<file path="src/rtl/circuit_stim.sv">
// LFSR stimulus source and response collector for the `circuit` datapath.
// Optional response signature enabled by macro CIRCUIT_STIM_SIG_EN (otherwise o_sig is tied to 0).
module circuit_stim #(
  parameter int          W     = 32,
  parameter int          DW    = 8,
  parameter int          NSAMP = 100,
  parameter int          LAT   = 1,
  parameter logic [31:0] SEED  = 32'h0000_0003
) (
  input  logic                 i_clk,
  input  logic                 i_rst_n,
  input  logic                 i_start,
  input  logic                 i_hold,
  output logic                 o_en,
  output logic signed [DW-1:0] o_in,
  input  logic [W-1:0]         i_y,
  output logic                 o_busy,
  output logic                 o_done,
  output logic [15:0]          o_count,
  output logic [W-1:0]         o_sig
);

  typedef enum logic [1:0] {S_IDLE, S_RUN, S_DRAIN, S_DONE} state_t;

  localparam logic [31:0] SEED_EFF = (SEED == 32'd0) ? 32'd1 : SEED;
  localparam logic [31:0] POLY     = 32'hA300_0000;
  localparam int          DCW      = (LAT > 1) ? $clog2(LAT) : 1;

  state_t          r_state;
  logic [31:0]     r_lfsr;
  logic            r_en;
  logic [DW-1:0]   r_in;
  logic            r_busy;
  logic            r_done;
  logic [15:0]     r_count;
  logic [DCW-1:0]  r_dcnt;
  logic [LAT-1:0]  r_pipe;

  logic [31:0]     w_lfsr_next;
  logic [15:0]     w_count_inc;
  logic            w_last;
  logic            w_launch;

  assign w_lfsr_next = r_lfsr[0] ? ((r_lfsr >> 1) ^ POLY) : (r_lfsr >> 1);
  assign w_count_inc = r_count + 16'd1;
  assign w_last      = (w_count_inc == 16'(NSAMP));
  assign w_launch    = (r_state == S_IDLE) && i_start;

  always_ff @(posedge i_clk or negedge i_rst_n) begin
    if (!i_rst_n) begin
      r_state <= S_IDLE;
      r_lfsr  <= SEED_EFF;
      r_en    <= 1'b0;
      r_in    <= '0;
      r_busy  <= 1'b0;
      r_done  <= 1'b0;
      r_count <= '0;
      r_dcnt  <= '0;
      r_pipe  <= '0;
    end else begin
      // Shadow of en delayed by the DUT latency marks cycles where y is valid.
      r_pipe <= (r_pipe << 1) | LAT'(r_en);
      case (r_state)
        S_IDLE: begin
          r_en   <= 1'b0;
          r_busy <= 1'b0;
          r_done <= 1'b0;
          if (i_start) begin
            r_lfsr  <= SEED_EFF;
            r_count <= '0;
            r_state <= S_RUN;
          end
        end
        S_RUN: begin
          r_busy <= 1'b1;
          if (i_hold) begin
            r_en <= 1'b0;
          end else begin
            r_en    <= 1'b1;
            r_in    <= r_lfsr[DW-1:0];
            r_lfsr  <= w_lfsr_next;
            r_count <= w_count_inc;
            if (w_last) begin
              r_dcnt  <= '0;
              r_state <= S_DRAIN;
            end
          end
        end
        S_DRAIN: begin
          r_en   <= 1'b0;
          r_busy <= 1'b1;
          if (r_dcnt == DCW'(LAT - 1)) begin
            r_state <= S_DONE;
          end else begin
            r_dcnt <= r_dcnt + DCW'(1);
          end
        end
        S_DONE: begin
          r_en    <= 1'b0;
          r_busy  <= 1'b0;
          r_done  <= 1'b1;
          r_state <= S_IDLE;
        end
        default: r_state <= S_IDLE;
      endcase
    end
  end

`ifdef CIRCUIT_STIM_SIG_EN
  logic [W-1:0] r_sig;

  always_ff @(posedge i_clk or negedge i_rst_n) begin
    if (!i_rst_n) begin
      r_sig <= '0;
    end else if (w_launch) begin
      r_sig <= '0;
    end else if (r_pipe[LAT-1]) begin
      r_sig <= {r_sig[W-2:0], r_sig[W-1]} ^ i_y;
    end
  end

  assign o_sig = r_sig;
`else
  logic w_unused_y;
  assign w_unused_y = ^{i_y, w_launch};
  assign o_sig      = '0;
`endif

  assign o_en    = r_en;
  assign o_in    = r_in;
  assign o_busy  = r_busy;
  assign o_done  = r_done;
  assign o_count = r_count;

endmodule

</file>
<file path="config.mk">
export PLATFORM = sky130hd
export DESIGN_NAME = circuit_stim
export DESIGN_NICKNAME = d
export VERILOG_FILES = /design/src/rtl/circuit_stim.sv
export SDC_FILE = /design/constraint.sdc
export NUM_CORES = 1
export LEC_CHECK = 0
export BUFFER_PORTS_ARGS = -buffer_cell sky130_fd_sc_hd__buf_2
export CAP_MARGIN = 0
export CORE_MARGIN = 2
export CORE_UTILIZATION = 53
export CTS_BUF_LIST = sky130_fd_sc_hd__clkbuf_4 sky130_fd_sc_hd__clkbuf_8
export CTS_CLUSTER_SIZE = 40
export DETAILED_ROUTE_END_ITERATION = 8
export HOLD_SLACK_MARGIN = 0.05
export PLACE_DENSITY = 0.9
export SLEW_MARGIN = 15
export SYNTH_ARGS = -nofsm -noshare
export SYNTH_HDL_FRONTEND = slang
export SYNTH_SLANG_ARGS = --single-unit
</file>
<file path="constraint.sdc">
create_clock -name i_clk -period 3.1 [get_ports i_clk]
set_clock_uncertainty 0.05 [all_clocks]
set_input_delay 0.62 -clock i_clk [delete_from_list [all_inputs] [get_ports i_clk]]
set_output_delay 0.62 -clock i_clk [all_outputs]
set_load 0.01 [all_outputs]
</file>
# == After elaboration in Yosys (flattened, before gate mapping) ==
# Index checks and enable logic that the tools add are counted.
# word_totals
latchBits,0
register_bits,62
out_inout_bits,59
rom_bits,0
mem_count,0
ram_bits,0
# classes
mux,20
div_mod_pow,0
reduce_logical,11
n_lt_le_gt_ge,0
n_mul,0
addsub,2
shift,0
bitwise_logic,2
n_eq_ne,8
# ops
cell,n
$mux 32,3
$pmux 32 s2,1
$mux 16,2
$pmux 16 s2,1
$add 16x1->16 const B,1
$eq 16x7->1 const B,1
$mux 2,4
$ne 2x2->1 const B,4
$pmux 1 s2,4
$pmux 2 s4,1
$reduce_and 3->1,2
$reduce_bool 2->1,3
$eq 2x2->1 const B,2
$mux 1,4
$not 3->4,1
$reduce_and 4->1,1
$reduce_or 2->1,2
$reduce_or 3->1,1
$eq 2x1->1 const B,1
$logic_not 2->1,1
$reduce_and 2->1,1
$add 1x1->1 const B,1
$not 1->1,1

# == Depth between registers and ports, before layout ==
# depth
word_depth,5
mapped_depth,10
depth_no_buf,8

# == Worst setup path after synthesis ==
# OpenSTA, ideal clock, no wires.
# synth_timing
path_type,reg2reg
startpoint,"register r_count[0], in the netlist o_count[0]"
endpoint,register r_state[1]
path_stages_with_launch,9
period_less_slack_ps,2326
slack_ps,774
t_arrival_ps,2148
path_cell_list,dfrtp_1 > ha_1 > and3_1 > buf_6 > and4_4 > o32ai_2 > o211ai_1 > o32ai_2 > mux2_1
# synth_between
elab_chain_cells,4
# synth_rtl
element,line_no,source
"start, declared",35,logic [15:0] r_count;
"start signal, assigned",82,r_count <= w_count_inc;
$add 16x1->16,45,assign w_count_inc = r_count + 16'd1;
$eq 16x7->1,46,assign w_last = (w_count_inc == 16'(NSAMP));
$ne 2x2->1 (no line),n/a,
$reduce_and 4->1 (no line),n/a,
"end signal, assigned",51,r_state <= S_IDLE;
"end signal, assigned",71,r_state <= S_RUN;
"end signal, assigned",85,r_state <= S_DRAIN;
"end, declared",29,state_t r_state;
# No other way between the ends.
# A chain may end at the register's enable or synchronous reset.

# == Final worst setup path ==
# Ends and elaborated chain as after synthesis.

==> summary.md <==
| Metric | Value |
|---|---|
| First DRT Iteration DRCs | `159` |
| Synth Area in Simple Gates | `0.107` |
| Clock transition at path regs | `0.07 ns` |
| CTS buffer count | `9` |
| Hold Buf Count CTS | `0` |
| Mux share of post-synthesis cell area | `0.0443` |
| WS Path Type | `reg2reg` |
| Postcts setup bufs | `0` |
| Commonest non-fill, non-tap cell in the layout | `dfrtp_1` |
| DRC viols | `0` |
| Power Density | `681 nW/um^2` |
| Worst r2r src | `o_count[0]` |
| Top post-synthesis cells by area | `dfrtp_1 (49%), a22o_1 (8.4%), buf_4 (8.2%)` |
| Total power | `0.00225 W` |
| Synth Area in Adders | `0.0331` |
| Port Buffers | `30` |
| Fin crit share | `0.798` |
| CTS Root Buffer Type | `clkbuf_8` |
| Sink Count | `61` |
| Setup TNS | `0 ns` |
| Hold WS | `0.369 ns` |
| Synth warn | `0` |
| Worst-skew pair later-pin latency | `0.34 ns` |
| Finished layout cell area | `3310 um^2` |
| Via density | `5.66` |
| Post-DP Area | `3100 um^2` |
| Vias post-DR | `2135` |
| Area leader, netlist | `dfrtp_1` |
| Core region area | `5510 um^2` |
| Worst path required time | `3.28 ns` |
| Row cnt | `27` |
| Largest family of logic cells by synthesized area | `compound AO/OA/AOI/OAI gates` |
| Headroom to the max-slew limit | `0.508` |
| RSZ-0062 raised after global routing | `false` |
| Most used DFF post-synth | `dfrtp_1` |
| Initial Util | `0.549` |
| Layout Utilization | `0.601` |
| Yosys cell types | `46` |
| Run status | `completed` |
| GRT Total Usage | `0.204` |
| Nets@finish | `344` |
| Overflow left after global routing | `0` |
| Ports | `95` |
| Fmax | `404 MHz` |
| Dpl hpwl | `3700 um` |
| Die area | `6330 um^2` |
| Synthesized cell area | `3030 um^2` |
| Drt pass-1 iters | `4` |
| Die Y | `79.6 um` |
| Max H-tree Level | `3` |
| CTS Buffer Depth | `2` |
| Number of synthesized flops with an enable pin | `0` |
| Die width | `79.6 um` |
| Setup violators final | `0` |
| CP arrival | `2.65 ns` |
| Hold Crit Class | `in2async` |
| Total leakage power | `1.62 nW` |
| Top-area cell type share of the netlist area | `0.488` |
| Synth Register Bits | `61` |
| Fraction of registers with async set/reset | `1.00` |
| Post-route ant nets | `0` |
| Critical Path End Type | `flop` |
| Ratio of cells with drive above 1 in the final layout | `0.239` |
| Number of global-route vias before repair | `2035` |
| Min Tclk post-route | `2.47 ns` |
| Post_cts resized | `0` |
| Xor and xnor area share after synthesis | `0.0232` |
| Diode count | `0` |
| Final Hold Fails | `0` |
| Max_cap viols | `0` |
| Commonest cells after routing, fill and taps aside | `dfrtp_1 (59), conb_1 (32), buf_2 (30), a22o_1 (29), o21ai_0 (22)` |
| Gpl congestion | `0.868` |
| CP Launch Point | `o_count[0]` |
| Worst IR Drop VDD | `0.000336 V` |
| Maximum fanout along the worst path | `8` |
| P&R area growth vs syn | `9.31%` |
| Worst Setup Start Kind | `flop` |
| Pin count of the biggest net entering global routing | `62` |
| Compound-Gate Fraction of Synth Area | `0.178` |
| Antenna violations before repair | `0` |
| Sequential cell area fraction in the yosys report | `0.505` |
| Routed wire length | `5820 um` |
| First-pass GRT wire length | `9870 um` |
| Slew Viols, Final | `0` |
| DR WL/cell | `15.4 um` |
| Slew @ Worst Pin | `0.739 ns` |
| Mapped Avg Cell Area | `11.1 um^2` |
| CTS tree | `yes` |
| Syn Inst Count | `272` |
per-stage QoR:
step                      setup slack [ns]  cells
final                                0.627    377
after floorplan                      0.774    303
after global placement               0.673    361
after CTS                            0.633    377
after global routing                 0.443    377
after detailed placement             0.648    361
registers in the layout (all words and copies together) (netlist names):
signal and flops:
o_busy 1, o_in 8, o_count 16, o_done 1
r_lfsr 32, o_en 1, r_state 2
synth_stat cells (3+ instances only):
cell       n
a21oi_1    7
buf_4     33
and3_1     4
nor2_1    14
xor2_1     4
a31oi_1    3
ha_1       8
o21ai_0   22
nand2_1   15
clkbuf_1  11
dfrtp_1   59
mux2_2     9
and4_4     3
xnor2_1    4
nand3_1    5
nand4_1    5
a22o_1    29
routing by layer:
layer | up-vias | wire length [um] | GRT usage
met5 | - | 0 | 0
met4 | 0 | 123 | 0.107
met3 | 13 | 417 | 0.0498
met2 | 94 | 2720 | 0.306
met1 | 1050 | 2560 | 0.275
li1 | 978 | - | -
critical path: stages (launching register included):
cell	delay [ns]
dfrtp_1	0.47
ha_1	0.30
and3_1	0.25
and4_4	0.22
o32ai_2	0.21
o211ai_1	0.15
o32ai_2	0.36
mux2_1	0.35
cell families (layout without fill, tap and decap cells):
| logic type | after synthesis | after routing |
|---|---|---|
| AOI/OAI and AO/OA | 74 | 74 |
| buffers and inverters | 50 | 52 |
| xor gates and xnor gates | 8 | 8 |
| adders and majority gates | 8 | 8 |
| muxes | 12 | 12 |
| other | 1 | 32 |
| DFF | 61 | 61 |
| and+or+nand+nor | 58 | 58 |
final cells by class:
type,count,area (um^2)
well taps,72,90.1
multi-input cells,192,1290
fillers,445,2200
repair buffers,34,180
inverters,2,7.51
clock inverters,6,71.3
clock buffers,10,138
flip-flops and latches,61,1530
power by group:
part	internal, W	leakage [nW]	switching (W)
Combinational	0.000196	0.730	0.000188
Clock	0.000398	0.0991	0.000339
Sequential	0.000978	0.795	0.000153
Total	0.00157	1.62	0.000680
final timing paths:
path / to / slack (ns) / cells past startpoint
setup / recovery: r_state[1] / 0.63 / 7
hold reg to reg: r_lfsr[21] / 0.45 / 1
max in group asynchronous: r_lfsr[30] / 2.14 / 2
min in group i_clk: r_lfsr[21] / 0.45 / 1
setup reg to reg: r_state[1] / 0.63 / 7
hold / removal: r_lfsr[16] / 0.37 / 2
Note: power is estimated with default switching activity, not from simulation.
